===== src/rtl/dpram_arb_pkg.sv =====
// Shared types for the dual-port RAM port arbiter.
// FSM state encoding, requester id and fixed sizing constants.
package dpram_arb_pkg;

  typedef enum logic [1:0] {
    ST_IDLE    = 2'd0,
    ST_ISSUE   = 2'd1,
    ST_CAPTURE = 2'd2
  } state_e;

  typedef logic req_id_t;

  localparam int NUM_REQ       = 2;
  localparam int ISSUE_LATENCY = 2;

endpackage


===== src/rtl/dpram_port_arbiter_if.sv =====
// Requester and RAM write/B-port bundle for dpram_port_arbiter.
// master = requesters plus RAM, slave = the arbiter.
interface dpram_port_arbiter_if #(
  parameter int ADDR_WIDTH = 16,
  parameter int DATA_WIDTH = 8
);

  logic                  req0;
  logic                  req1;
  logic                  we0;
  logic                  we1;
  logic [ADDR_WIDTH-1:0] addr0;
  logic [ADDR_WIDTH-1:0] addr1;
  logic [DATA_WIDTH-1:0] wdata0;
  logic [DATA_WIDTH-1:0] wdata1;
  logic                  ack0;
  logic                  ack1;
  logic [DATA_WIDTH-1:0] rdata0;
  logic [DATA_WIDTH-1:0] rdata1;
  logic                  ram_we;
  logic [ADDR_WIDTH-1:0] ram_waddr;
  logic [DATA_WIDTH-1:0] ram_wdata;
  logic [DATA_WIDTH-1:0] ram_doutb;

  modport master (
    output req0, req1,
    output we0, we1,
    output addr0, addr1,
    output wdata0, wdata1,
    input  ack0, ack1,
    input  rdata0, rdata1,
    input  ram_we, ram_waddr, ram_wdata,
    output ram_doutb
  );

  modport slave (
    input  req0, req1,
    input  we0, we1,
    input  addr0, addr1,
    input  wdata0, wdata1,
    output ack0, ack1,
    output rdata0, rdata1,
    output ram_we, ram_waddr, ram_wdata,
    input  ram_doutb
  );

endinterface


===== src/rtl/dpram_arb_pick.sv =====
// Combinational winner selection between the two requesters.
// On a tie the requester named by ptr wins.
import dpram_arb_pkg::*;

module dpram_arb_pick (
  input  logic    req0,
  input  logic    req1,
  input  req_id_t ptr,
  output logic    gnt_valid,
  output req_id_t gnt_id
);

  logic [NUM_REQ-1:0] req_vec;

  assign req_vec = {req1, req0};

  always_comb begin
    gnt_valid = |req_vec;
    gnt_id    = '0;
    unique case (1'b1)
      (req_vec == 2'b11): gnt_id = ptr;
      (req_vec == 2'b10): gnt_id = 1'b1;
      default:            gnt_id = '0;
    endcase
  end

endmodule


===== src/rtl/dpram_port_arbiter.sv =====
// Two-requester arbiter for a RAM write/B port, read-before-write.
// Define DPRAM_ARB_ROUND_ROBIN_EN for round-robin ties, else fixed priority.
import dpram_arb_pkg::*;

module dpram_port_arbiter #(
  parameter int ADDR_WIDTH = 16,
  parameter int DATA_WIDTH = 8
) (
  input logic                 clk,
  input logic                 reset_n,
  dpram_port_arbiter_if.slave arb
);

  state_e                state_q, state_d;
  req_id_t               id_q, id_d;
  logic                  we_q, we_d;
  logic [ADDR_WIDTH-1:0] addr_q, addr_d;
  logic [DATA_WIDTH-1:0] wdata_q, wdata_d;
  logic [DATA_WIDTH-1:0] rdata0_q, rdata0_d;
  logic [DATA_WIDTH-1:0] rdata1_q, rdata1_d;

  req_id_t ptr;
  logic    gnt_valid;
  req_id_t gnt_id;
  logic    in_capture;

  dpram_arb_pick u_pick (
    .req0      (arb.req0),
    .req1      (arb.req1),
    .ptr       (ptr),
    .gnt_valid (gnt_valid),
    .gnt_id    (gnt_id)
  );

`ifdef DPRAM_ARB_ROUND_ROBIN_EN
  req_id_t ptr_q, ptr_d;

  always_comb begin
    ptr_d = ptr_q;
    if (state_q == ST_IDLE && gnt_valid)
      ptr_d = ~gnt_id;
  end

  always_ff @(posedge clk) begin
    if (!reset_n)
      ptr_q <= '0;
    else
      ptr_q <= ptr_d;
  end

  assign ptr = ptr_q;
`else
  assign ptr = '0;
`endif

  always_comb begin
    state_d  = state_q;
    id_d     = id_q;
    we_d     = we_q;
    addr_d   = addr_q;
    wdata_d  = wdata_q;
    rdata0_d = rdata0_q;
    rdata1_d = rdata1_q;
    unique case (state_q)
      ST_IDLE: begin
        if (gnt_valid) begin
          state_d = ST_ISSUE;
          id_d    = gnt_id;
          we_d    = gnt_id ? arb.we1 : arb.we0;
          addr_d  = gnt_id ? arb.addr1 : arb.addr0;
          wdata_d = gnt_id ? arb.wdata1 : arb.wdata0;
        end
      end
      ST_ISSUE: begin
        state_d = ST_CAPTURE;
      end
      ST_CAPTURE: begin
        state_d = ST_IDLE;
        if (id_q)
          rdata1_d = arb.ram_doutb;
        else
          rdata0_d = arb.ram_doutb;
      end
      default: begin
        state_d = ST_IDLE;
      end
    endcase
  end

  always_ff @(posedge clk) begin
    if (!reset_n) begin
      state_q  <= ST_IDLE;
      id_q     <= '0;
      we_q     <= 1'b0;
      addr_q   <= '0;
      wdata_q  <= '0;
      rdata0_q <= '0;
      rdata1_q <= '0;
    end else begin
      state_q  <= state_d;
      id_q     <= id_d;
      we_q     <= we_d;
      addr_q   <= addr_d;
      wdata_q  <= wdata_d;
      rdata0_q <= rdata0_d;
      rdata1_q <= rdata1_d;
    end
  end

  // ack and rdata bypass the register so data is valid in the ack cycle;
  // a reset asserted in CAPTURE suppresses the ack immediately.
  assign in_capture = reset_n && (state_q == ST_CAPTURE);

  assign arb.ack0 = in_capture && !id_q;
  assign arb.ack1 = in_capture && id_q;

  assign arb.rdata0 = arb.ack0 ? arb.ram_doutb : rdata0_q;
  assign arb.rdata1 = arb.ack1 ? arb.ram_doutb : rdata1_q;

  assign arb.ram_we    = (state_q == ST_ISSUE) && we_q;
  assign arb.ram_waddr = addr_q;
  assign arb.ram_wdata = wdata_q;

  a_ack_excl: assert property (
    @(posedge clk) disable iff (!reset_n)
    !(arb.ack0 && arb.ack1)
  );

  a_we_pulse: assert property (
    @(posedge clk) disable iff (!reset_n)
    arb.ram_we |=> !arb.ram_we
  );

endmodule


===== src/flat_wrapper.sv =====
// flat-port wrapper written by rule: the top's interface ports become plain ports
module dpram_port_arbiter_flat 
#(
  parameter int ADDR_WIDTH = 16,
  parameter int DATA_WIDTH = 8
)
  (clk, reset_n, arb_req0, arb_req1, arb_we0, arb_we1, arb_addr0, arb_addr1, arb_wdata0, arb_wdata1, arb_ack0, arb_ack1, arb_rdata0, arb_rdata1, arb_ram_we, arb_ram_waddr, arb_ram_wdata, arb_ram_doutb);
  dpram_port_arbiter_if #(.ADDR_WIDTH(ADDR_WIDTH), .DATA_WIDTH(DATA_WIDTH)) arb_i ();
  input logic clk;
  input logic reset_n;
  input wire logic [$bits(arb_i.req0)-1:0] arb_req0;
  input wire logic [$bits(arb_i.req1)-1:0] arb_req1;
  input wire logic [$bits(arb_i.we0)-1:0] arb_we0;
  input wire logic [$bits(arb_i.we1)-1:0] arb_we1;
  input wire logic [$bits(arb_i.addr0)-1:0] arb_addr0;
  input wire logic [$bits(arb_i.addr1)-1:0] arb_addr1;
  input wire logic [$bits(arb_i.wdata0)-1:0] arb_wdata0;
  input wire logic [$bits(arb_i.wdata1)-1:0] arb_wdata1;
  output wire logic [$bits(arb_i.ack0)-1:0] arb_ack0;
  output wire logic [$bits(arb_i.ack1)-1:0] arb_ack1;
  output wire logic [$bits(arb_i.rdata0)-1:0] arb_rdata0;
  output wire logic [$bits(arb_i.rdata1)-1:0] arb_rdata1;
  output wire logic [$bits(arb_i.ram_we)-1:0] arb_ram_we;
  output wire logic [$bits(arb_i.ram_waddr)-1:0] arb_ram_waddr;
  output wire logic [$bits(arb_i.ram_wdata)-1:0] arb_ram_wdata;
  input wire logic [$bits(arb_i.ram_doutb)-1:0] arb_ram_doutb;
  assign arb_i.req0 = arb_req0;
  assign arb_i.req1 = arb_req1;
  assign arb_i.we0 = arb_we0;
  assign arb_i.we1 = arb_we1;
  assign arb_i.addr0 = arb_addr0;
  assign arb_i.addr1 = arb_addr1;
  assign arb_i.wdata0 = arb_wdata0;
  assign arb_i.wdata1 = arb_wdata1;
  assign arb_ack0 = arb_i.ack0;
  assign arb_ack1 = arb_i.ack1;
  assign arb_rdata0 = arb_i.rdata0;
  assign arb_rdata1 = arb_i.rdata1;
  assign arb_ram_we = arb_i.ram_we;
  assign arb_ram_waddr = arb_i.ram_waddr;
  assign arb_ram_wdata = arb_i.ram_wdata;
  assign arb_i.ram_doutb = arb_ram_doutb;
  dpram_port_arbiter #(.ADDR_WIDTH(ADDR_WIDTH), .DATA_WIDTH(DATA_WIDTH)) u_core (.clk(clk), .reset_n(reset_n), .arb(arb_i));
endmodule

===== config.mk =====
export PLATFORM = sky130hd
export DESIGN_NAME = dpram_port_arbiter_flat
export DESIGN_NICKNAME = d
export VERILOG_FILES = /design/src/rtl/dpram_arb_pkg.sv /design/src/rtl/dpram_port_arbiter_if.sv /design/src/rtl/dpram_arb_pick.sv /design/src/rtl/dpram_port_arbiter.sv /design/src/flat_wrapper.sv
export SDC_FILE = /design/constraint.sdc
export NUM_CORES = 1
export LEC_CHECK = 0
export ABC_AREA = 1
export CAP_MARGIN = 20
export CORE_MARGIN = 2
export CORE_UTILIZATION = 40
export DETAILED_ROUTE_END_ITERATION = 10
export HOLD_SLACK_MARGIN = 0.12
export PLACE_DENSITY = 0.77
export SETUP_SLACK_MARGIN = 0.4
export SYNTH_ARGS = -nofsm -noshare
export SYNTH_HDL_FRONTEND = slang
export SYNTH_SLANG_ARGS = --single-unit

===== constraint.sdc =====
create_clock -name clk -period 2.75 [get_ports clk]
set_input_delay 0.55 -clock clk [delete_from_list [all_inputs] [get_ports clk]]
set_output_delay 0.55 -clock clk [all_outputs]
set_load 0.005 [all_outputs]

# Word-level counts from Yosys, hierarchy flattened
# Index checks and enable logic that the tools add are counted.
[classes]
n_eq_ne = 4
n_mux = 8
bitwise_logic = 1
n_reduce_logical = 10
[op_table]
columns = ["cell", "count"]
rows = [
  ["$mux W8", 3],
  ["$mux W16", 1],
  ["$reduce_and A2 Y1", 3],
  ["$eq A2 B2 Y1 const B", 2],
  ["$logic_and A1 B1 Y1", 4],
  ["$pmux W2 S2", 1],
  ["$eq A2 B1 Y1 const B", 1],
  ["$logic_not A2 Y1", 1],
  ["$mux W1", 2],
  ["$mux W2", 1],
  ["$ne A2 B1 Y1 const B", 1],
  ["$reduce_or A2 Y1", 1],
  ["$logic_not A1 Y1", 1],
  ["$not A1 Y1", 1],
]
[word_totals]
ff_bits = 44
inputBits = 62
word_cells = 30

# Logic depth before layout (Yosys ltp)
# Gate-level depths: netlist of the first run.
[depth]
word_depth = 4
mapped_depth = 8
mapped_depth_nobuf = 6

# Hierarchy
# Synthesis of the first run repeated with hierarchy kept, for this count alone.
[hier_totals]
cells_unflattened = 371
area_unflattened_um2 = 2274.7
[by_module_without_submodules]
columns = ["module", "instances", "cells_each", "area_each_um2"]
rows = [
  ["dpram_port_arbiter", 1, 366, 2252.2],
  ["dpram_arb_pick", 1, 5, 22.5],
]

# Worst setup path after synthesis of the first run
# Ideal clock, no wire load.
[synth_timing]
kind = "input port to output port"
startpoint = "in reset_n"
endpoint = "out arb_rdata0[0]"
arrival_time_ns = 1.142
required_ns = 2.200
setup_slack_ns = 1.058
path_stages = 4
path_cell_list = "clkbuf_8 clkbuf_1 nand3_1 nand2_1"
[synth_via]
elab_chain_len = 3
[synth_lines]
columns = ["element", "line", "rtl"]
rows = [
  ["from (decl)", "flat_wrapper.sv:10", "input logic reset_n;"],
  ["$logic_and A1 B1 Y1", "dpram_port_arbiter.sv:112", "assign in_capture = reset_n && (state_q == ST_CAPTURE);"],
  ["$logic_and A1 B1 Y1", "dpram_port_arbiter.sv:114", "assign arb.ack0 = in_capture && !id_q;"],
  ["$mux W8", "dpram_port_arbiter.sv:117", "assign arb.rdata0 = arb.ack0 ? arb.ram_doutb : rdata0_q;"],
  ["to (decl)", "flat_wrapper.sv:21", "output wire logic [$bits(arb_i.rdata0)-1:0] arb_rdata0;"],
]
# Every way passes these cells.

# Worst setup path after layout of the first run
[layout_timing]
startpoint = "reg u_core.id_q"
endpoint = "out arb_rdata1[6]"
[layout_via]
elab_chain_len = 2
[layout_lines]
columns = ["element", "line", "rtl"]
rows = [
  ["from (decl)", "dpram_port_arbiter.sv:15", "req_id_t id_q, id_d;"],
  ["from (signal assigned)", "dpram_port_arbiter.sv:101", "id_q <= id_d;"],
  ["$logic_and A1 B1 Y1", "dpram_port_arbiter.sv:115", "assign arb.ack1 = in_capture && id_q;"],
  ["$mux W8", "dpram_port_arbiter.sv:118", "assign arb.rdata1 = arb.ack1 ? arb.ram_doutb : rdata1_q;"],
  ["to (decl)", "flat_wrapper.sv:22", "output wire logic [$bits(arb_i.rdata1)-1:0] arb_rdata1;"],
]
# Every way passes these cells.

==> impl_metrics.yaml, run 1 <==
outcome:
  outcome: "complete, no violations"
cts:
  cts_made_buffers: 5
  cts_tree: "built"
  cts_sinks: 44
  root_buffer: "clkbuf_8"
  clk_pin_slew_ns: 0.09
  cts_max_level: 2
  clk-insertion-delay-late_ns: 0.30
  postCtsHoldBufs: 0
  clockBufferDepth: 2
global_route:
  grt_pass1_wl_um: 10700
  overflow: 0
  grt_max_degree: 30
  grt_pass1_vias: 2442
  antenna_found_initial: 0
  grtUsageTotal: 0.210
routing:
  wirelength_um: 6480
  postRouteAntennaNets: 0
  vias: 2604
  route.detailed.wl_per_inst_um: 11.4
  first_pass_iters: 4
  drc: 0
  drt_iter0_drc: 86
  viasPerCell: 4.59
setup_path:
  r2r-end: "u_core.arb.ram_wdata[6]$_SDFFE_PN0P_"
  rrSetupSlack_ns: 1.17
  crit_path_max_fanout: 5
  r2r_cells: 5
  critical_path.max_stage_delay_ns: 0.50
  critPathCaptureType: "primary output"
  path_class: "reg -> out"
  worstReg2RegStart: "u_core.state_q[1]$_SDFFE_PN0P_"
  cp.required_ns: 2.20
  cp_slowest_cell: "clkdlybuf4s50_1"
  cp.arrival_ns: 1.80
  start_kind: "flip-flop"
  cp_cell_sequence: "clkinvlp_4 > nor2_4 > nand3_1 > nand2_1 > clkdlybuf4s50_1"
sta:
  rsz0062_at_grt: "true"
  hold_slack_ns: 0.469
  hold_viol: 0
  relSlewSlack: 0.549
  fmax_mhz: 426
  period_share: 0.854
  tightest_slew_ns: 0.675
  maxSlewViolCount: 0
  setup_viol: 0
  tns_ns: 0
  fin_crit_ns: 2.35
  finClkSkew_ns: 0.00751
yosys:
  mappedNetlistArea_um2: 2350
  avgSynthCellArea_um2: 5.99
  synth-seq-cells: 44
  synthesis.nets: 454
  synth_cell_types: 16
  synth_cells: 392
  ys_warn_count: 0
  ys_seq_area_frac: 0.375
finish:
  multi_input_area_um2: 1210
  nFillCells: 528
  final_core_util: 0.655
  instances_no_fill: 567
  final_common_cell: "nand2_1"
  ff_latch_area_um2: 887
  drive_gt1_frac: 0.0747
  areaGrowthSynthToFinish_pct: 55.4
  insertedDiodeCount: 0
  nNetsFinal: 556
  layout_common_cells: "127 x nand2_1, 95 x clkdlybuf4s50_1, 76 x nor2_1"
die:
  initial_core_util: 0.421
  fp.coreArea_um2: 5570
  io_pins: 105
  die_x_um: 80.6
  die_h_um: 80.6
  die-area_um2: 6500
  rows: 27
worst_hold_path:
  min_path_type: "reg -> reg"
  min_from: "u_core.rdata1_q[1]$_SDFFE_PN0P_"
  worstHoldPathCells: 2
  hold_path_end: "u_core.rdata1_q[1]$_SDFFE_PN0P_"
place:
  dp.cells: 553
  dp_hpwl_um: 4500
  gp_congestion: 0.771
  port_buffers: 104
power:
  vdd_ir_drop_max_mv: 0.216
  power_density_nw_per_um2: 461
  fin_total_pwr_w: 0.00168
  p_leak_nw: 2.01
flow_run:
  maxCapViolations: 0
-- through the flow --
| step | cell area (um2) | setup slack [ns] |
|---|---|---|
| final | 3650 | 0.401 |
| after global routing | 3650 | 0.317 |
| after CTS | 3540 | 0.419 |
| after detailed placement | 3390 | 0.377 |
| after global placement | 3390 | 0.386 |
| after floorplan | 2350 | 1.06 |
-- power by group --
part	switching (W)	internal, W
clock	0.000234	0.000297
sequential	0.0000285	0.000688
combinational	0.000205	0.000231
total	0.000468	0.00122
-- layout make-up --
type                            instances  share of cell area
Sequential cell                        44               0.243
Clock buffer                            6              0.0226
Inverter                               58              0.0607
Clock inverter                          2              0.0106
Tap cell                               72              0.0247
Multi-Input combinational cell        275               0.332
Timing Repair Buffer                  110               0.306
-- cells in the mapped netlist --
cell      number  share of area
dfxtp_1       44           0.38
clkbuf_1       5         0.0080
inv_2          1         0.0016
buf_6          2         0.0096
nor3_1         2         0.0043
nand2_1      128           0.20
clkbuf_8       1         0.0059
nor2_4         3          0.014
a21oi_1        1         0.0021
nand3_1       57           0.12
nand2_4        2         0.0096
buf_4          1         0.0032
nand2_2        3         0.0080
inv_1         57          0.091
buf_2          9          0.019
nor2_1        76           0.12
-- cell families after synthesis --
kind of cell | count (synthesis) | share of synthesized area
AOI/OAI and AO/OA | 1 | 0.00213
buffers and inverters | 76 | 0.139
and+or+nand+nor | 271 | 0.484
DFF | 44 | 0.375
-- timing repair --
action,CTS,global route
gates cloned,2,1
setup buffers,0,3
pin swaps,2,4
setup endpoints to repair,18,18
gates resized for setup,8,18
-- critical path: cells and delay by family, from the launching register on --
family                 cells  cell delay [ns]
DFF                        1             0.38
and+or+nand+nor            3             0.46
buffers and inverters      2             0.66
-- worst max path at each step --
| stage | start | endpoint | slack, ns | depth (start not counted) |
|---|---|---|---|---|
| 2_1_floorplan | reset_n | arb_rdata0[0] | 1.06 | 4 |
| 3_3_place_gp | reset_n | arb_rdata1[1] | 0.39 | 5 |
| 3_5_place_dp | reset_n | arb_rdata0[0] | 0.38 | 5 |
| 4_1_cts | u_core.state_q[0]$_SDFFE_PN0P_ | arb_rdata0[3] | 0.42 | 6 |
| 5_1_grt | u_core.id_q$_SDFFE_PN0P_ | arb_rdata1[3] | 0.32 | 5 |
| 6_report | u_core.id_q$_SDFFE_PN0P_ | arb_rdata1[6] | 0.40 | 5 |
-- layer usage --
layer  up-vias  GRT usage  routed length, um
met1      1136      0.232               2690
met4         0     0.0847                159
met5         -          0                  0
li1       1376          -                  -
met3        16     0.0562                429
met2        76      0.378               3200
-- state kept, by name (all words and copies together), names as in the netlist --
register,flops
u_core.rdata0_q,8
u_core.id_q,1
u_core.state_q,2
u_core.rdata1_q,8
u_core.arb.ram_waddr,16
u_core.arb.ram_wdata,8
u_core.we_q,1
(Power assumes the default switching activity.)
==> run 2: changes to the inputs <==
==> constraint.sdc (replaced) <==
create_clock -name clk -period 2.75 [get_ports clk]
set_input_delay 0.55 -clock clk [delete_from_list [all_inputs] [get_ports clk]]
set_output_delay 0.55 -clock clk [all_outputs]
set_load 0.01 [all_outputs]
==> impl_metrics.yaml, run 2 (same netlist as run 1, synthesis figures left out) <==
finish:
  nNetsFinal: 556
  areaGrowthSynthToFinish_pct: 54.6
  drive_gt1_frac: 0.0687
  nFillCells: 508
  multi_input_area_um2: 1190
  insertedDiodeCount: 0
  layout_common_cells: "127 x nand2_1, 86 x clkdlybuf4s50_1, 76 x nor2_1"
  ff_latch_area_um2: 887
  largest_reg_flops: 16
  final_common_cell: "nand2_1"
cts:
  cts_max_level: 2
  cts_made_buffers: 5
  root_buffer: "clkbuf_8"
  cts_sinks: 44
  clk_pin_slew_ns: 0.09
  postCtsHoldBufs: 0
  cts_tree: "built"
  clockBufferDepth: 2
  clk-insertion-delay-late_ns: 0.30
die:
  die-area_um2: 6500
  fp.coreArea_um2: 5570
  rows: 27
  die_h_um: 80.6
  initial_core_util: 0.421
  die_x_um: 80.6
  io_pins: 105
sta:
  setup_viol: 0
  tns_ns: 0
  fmax_mhz: 434
  rsz0062_at_grt: "true"
  maxSlewViolCount: 0
  tightest_slew_ns: 0.678
  relSlewSlack: 0.547
  hold_viol: 0
  finClkSkew_ns: 0.00875
  period_share: 0.838
  fin_crit_ns: 2.31
setup_path:
  cp.required_ns: 2.20
  path_class: "reg -> out"
  crit_path_max_fanout: 5
  critical_path.max_stage_delay_ns: 0.53
  cp.arrival_ns: 1.76
  critical-path-top-delay-family: "buffers and inverters"
  start_kind: "flip-flop"
  critPathCaptureType: "primary output"
  cp_slowest_cell: "clkdlybuf4s50_1"
  cp.depth: 6
  r2r_cells: 5
  cp_cell_sequence: "inv_2 > nand2_4 > nor2_4 > nand3_1 > nand2_1 > clkdlybuf4s50_1"
  cp_num_buf_inv: 2
flow_run:
  maxCapViolations: 0
place:
  port_buffers: 104
  gp_congestion: 0.756
  dp_hpwl_um: 4410
routing:
  drc: 0
  first_pass_iters: 4
  viasPerCell: 4.48
  drt_iter0_drc: 107
  wirelength_um: 6240
  vias: 2539
  postRouteAntennaNets: 0
  route.detailed.wl_per_inst_um: 11.0
worst_hold_path:
  worstHoldPathCells: 2
  min_path_type: "reg -> reg"
global_route:
  grt_pass1_vias: 2274
  grt_pass1_wl_um: 10200
  overflow: 0
  grtUsageTotal: 0.201
  antenna_found_initial: 0
  grt_max_degree: 30
power:
  p_leak_nw: 2.15
  vdd_ir_drop_max_mv: 0.230
  fin_total_pwr_w: 0.00168
  power_density_nw_per_um2: 462
outcome:
  outcome: "complete, no violations"
run 2: changes by cell type in the layout (fill, tap and decap cells not counted), moves of 2 or more:
cell	delta
dlymetal6s2s_1	+8
buf_4	+2
nand3_1	+3
nand3_2	-3
clkdlybuf4s50_1	-9
run 2: layer usage:
metal	global-route usage	vias up	routed length, um
li1	-	1368	-
met1	0.226	1087	2560
met2	0.364	71	3180
met3	0.0416	13	390
met4	0.0814	0	108
met5	0	-	0
run 2: area by class of cell:
class	count	share of cell area
clock inverter	3	0.0128
tap	72	0.0248
inverter	58	0.0610
timing repair buffer	111	0.311
multi-input combinational	274	0.327
sequential	44	0.244
clock buffer	5	0.0190
run 2: worst min-delay path, delay by kind of cell (launching register included):
kind             cells  cell delay (ns)
AND/OR/NAND/NOR      2             0.11
flip-flops           1             0.32
run 2: path summary, 6_finish.rpt:
check,from,to,slack [ns]
worst max-delay path,u_core.state_q[0]$_SDFFE_PN0P_,arb_rdata0[0],0.44
worst min-delay path,u_core.rdata1_q[1]$_SDFFE_PN0P_,u_core.rdata1_q[1]$_SDFFE_PN0P_,0.47
worst max register to register,u_core.state_q[1]$_SDFFE_PN0P_,u_core.arb.ram_waddr[2]$_SDFFE_PN0P_,1.17
worst min register to register,u_core.rdata1_q[1]$_SDFFE_PN0P_,u_core.rdata1_q[1]$_SDFFE_PN0P_,0.47
run 2: repair_timing:
item,4_1_cts,5_1_grt
gates resized for setup,7,24
pin swaps,2,3
endpoints found under the setup margin,18,17
gates cloned,2,0
buffers inserted,0,4
run 2: stage by stage:
stage                     area (um2)  hold slack (ns)   util  instances  setup WS, ns
after floorplan                 2350            0.446      -        392          1.03
after global placement          3390            0.454  0.608        553         0.357
after detailed placement        3390            0.460  0.608        553         0.363
after CTS                       3530            0.472  0.633        563         0.405
after global routing            3630            0.490  0.651        567         0.325
final                           3630            0.471  0.651        567         0.444
run 2: power breakdown:
| part | internal (W) | total, W | leakage [nW] | switching, W |
|---|---|---|---|---|
| clock network | 0.000274 | 0.000508 | 0.0548 | 0.000234 |
| logic | 0.000233 | 0.000451 | 1.73 | 0.000218 |
| registers | 0.000688 | 0.000717 | 0.363 | 0.0000293 |
| total | 0.00119 | 0.00168 | 2.15 | 0.000482 |
==> run 3: changes to the inputs <==
- clock period: 2.75 -> 2.3 ns (I/O delays scaled with it)
==> impl_metrics.yaml, run 3 (same netlist as run 1, synthesis figures left out) <==
outcome:
  outcome: "complete, no violations"
cts:
  cts_tree: "built"
  root_buffer: "clkbuf_8"
  cts_made_buffers: 5
  clk-insertion-delay-late_ns: 0.30
  cts_sinks: 44
  clk_pin_slew_ns: 0.08
  postCtsHoldBufs: 0
  cts_max_level: 2
  clockBufferDepth: 2
global_route:
  grt_pass1_wl_um: 10800
  antenna_found_initial: 0
  overflow: 0
  grt_max_degree: 50
  grt_pass1_vias: 2505
  grtUsageTotal: 0.211
finish:
  layout_common_cells: "122 x nand2_1, 84 x clkdlybuf4s50_1, 76 x nor2_1"
  largest_reg_flops: 16
  areaGrowthSynthToFinish_pct: 59.8
  insertedDiodeCount: 0
  drive_gt1_frac: 0.155
  nNetsFinal: 572
  final_common_cell: "nand2_1"
  instances_no_fill: 582
place:
  port_buffers: 104
  dpl_worst_slack_ns: 0.124
  gp_congestion: 0.790
  dp_hpwl_um: 4510
  dp.cells: 553
setup_path:
  start_kind: "flip-flop"
  cp.depth: 7
  cp_slowest_cell: "dfxtp_2"
  cp_cell_sequence: "inv_4 > nand2_8 > nor2_4 > buf_6 > nand3_1 > nand2_1 > buf_2"
  cp_num_buf_inv: 3
  critPathCaptureType: "primary output"
  crit_path_max_fanout: 5
  critical-path-top-delay-family: "simple AND/OR/NAND/NOR gates"
  cp.required_ns: 1.84
  path_class: "reg -> out"
  r2r_cells: 6
  critical_path.max_stage_delay_ns: 0.34
  cp.arrival_ns: 1.42
sta:
  hold_viol: 0
  period_share: 0.820
  final.setup.worst_slack_ns: 0.415
  fmax_mhz: 531
  rsz0062_at_grt: "true"
  maxSlewViolCount: 0
  tightest_slew_ns: 0.691
  finClkSkew_ns: 0.0158
  relSlewSlack: 0.538
  tns_ns: 0
  fin_crit_ns: 1.88
  hold_slack_ns: 0.470
  setup_viol: 0
die:
  fp.coreArea_um2: 5570
  initial_core_util: 0.421
  rows: 27
  io_pins: 105
  die-area_um2: 6500
  die_x_um: 80.6
  die_h_um: 80.6
power:
  p_leak_nw: 1.99
  power_density_nw_per_um2: 561
  vdd_ir_drop_max_mv: 0.370
worst_hold_path:
  worstHoldPathCells: 2
  min_path_type: "reg -> reg"
routing:
  drt_iter0_drc: 133
  route.detailed.wl_per_inst_um: 11.8
  first_pass_iters: 4
  wirelength_um: 6870
  postRouteAntennaNets: 0
  viasPerCell: 4.61
  drc: 0
  vias: 2681
flow_run:
  maxCapViolations: 0
## run 3: cell types whose count changed in the layout (fill, tap and decap cells not counted), moves of 2 or more
cell / delta
clkinvlp_4: -2
dlymetal6s2s_1: -16
buf_4: +7
nand3_2: +8
nand2_2: +6
nand3_1: -8
clkdlybuf4s50_1: -2
buf_2: +11
clkbuf_2: +4
nand2_1: -5
buf_6: +9
## run 3: cell type report
| type | instances | area [um2] |
|---|---|---|
| Tap cell | 72 | 90.1 |
| Multi-Input combinational cell | 275 | 1250 |
| Sequential cell | 44 | 890 |
| Fill cell | 513 | 1820 |
| Clock inverter | 2 | 60.1 |
| Timing Repair Buffer | 126 | 1170 |
| Inverter | 58 | 220 |
| Clock buffer | 5 | 68.8 |
## run 3: path summary, 6_finish.rpt
path	startpoint	endpoint	slack [ns]
min	u_core.rdata1_q[5]$_SDFFE_PN0P_	u_core.rdata1_q[5]$_SDFFE_PN0P_	0.47
max	u_core.state_q[0]$_SDFFE_PN0P_	arb_rdata1[1]	0.42
max reg2reg	u_core.state_q[1]$_SDFFE_PN0P_	u_core.we_q$_SDFFE_PN0P_	0.57
min reg2reg	u_core.rdata1_q[5]$_SDFFE_PN0P_	u_core.rdata1_q[5]$_SDFFE_PN0P_	0.47
## run 3: worst register-to-register path: cells and delay by family (launching register included)
family,cells,cell delay (ns)
AND/OR/NAND/NOR,5,1.15
buffers and inverters,1,0.15
flip-flops,1,0.38
## run 3: where the power goes
group          switching (W)  internal [W]
combinational       0.000277      0.000287
sequential         0.0000331      0.000822
clock               0.000258      0.000428
total               0.000569       0.00154
## run 3: through the flow
step	area (um2)	total power [W]	util
CTS	3650	0.00211	0.655
finish	3750	0.00210	0.673
detailed placement	3400	0.00140	0.610
floorplan	2350	0.00114	-
global placement	3400	0.00139	0.610
global route	3750	0.00222	0.673
## run 3: per-layer routing
metal | part of all wire | GRT usage | vias to the layer above
met4 | 0.022 | 0.0695 | 0
met5 | 0 | 0 | -
li1 | - | - | 1405
met2 | 0.52 | 0.406 | 80
met1 | 0.39 | 0.218 | 1182
met3 | 0.065 | 0.0551 | 14
## run 3: what timing repair did
item                       4_1_cts  5_1_grt
buffers inserted                14        5
setup endpoints to repair       19       18
cloned                           2        1
pin swaps                        7       16
resized for setup               70       35
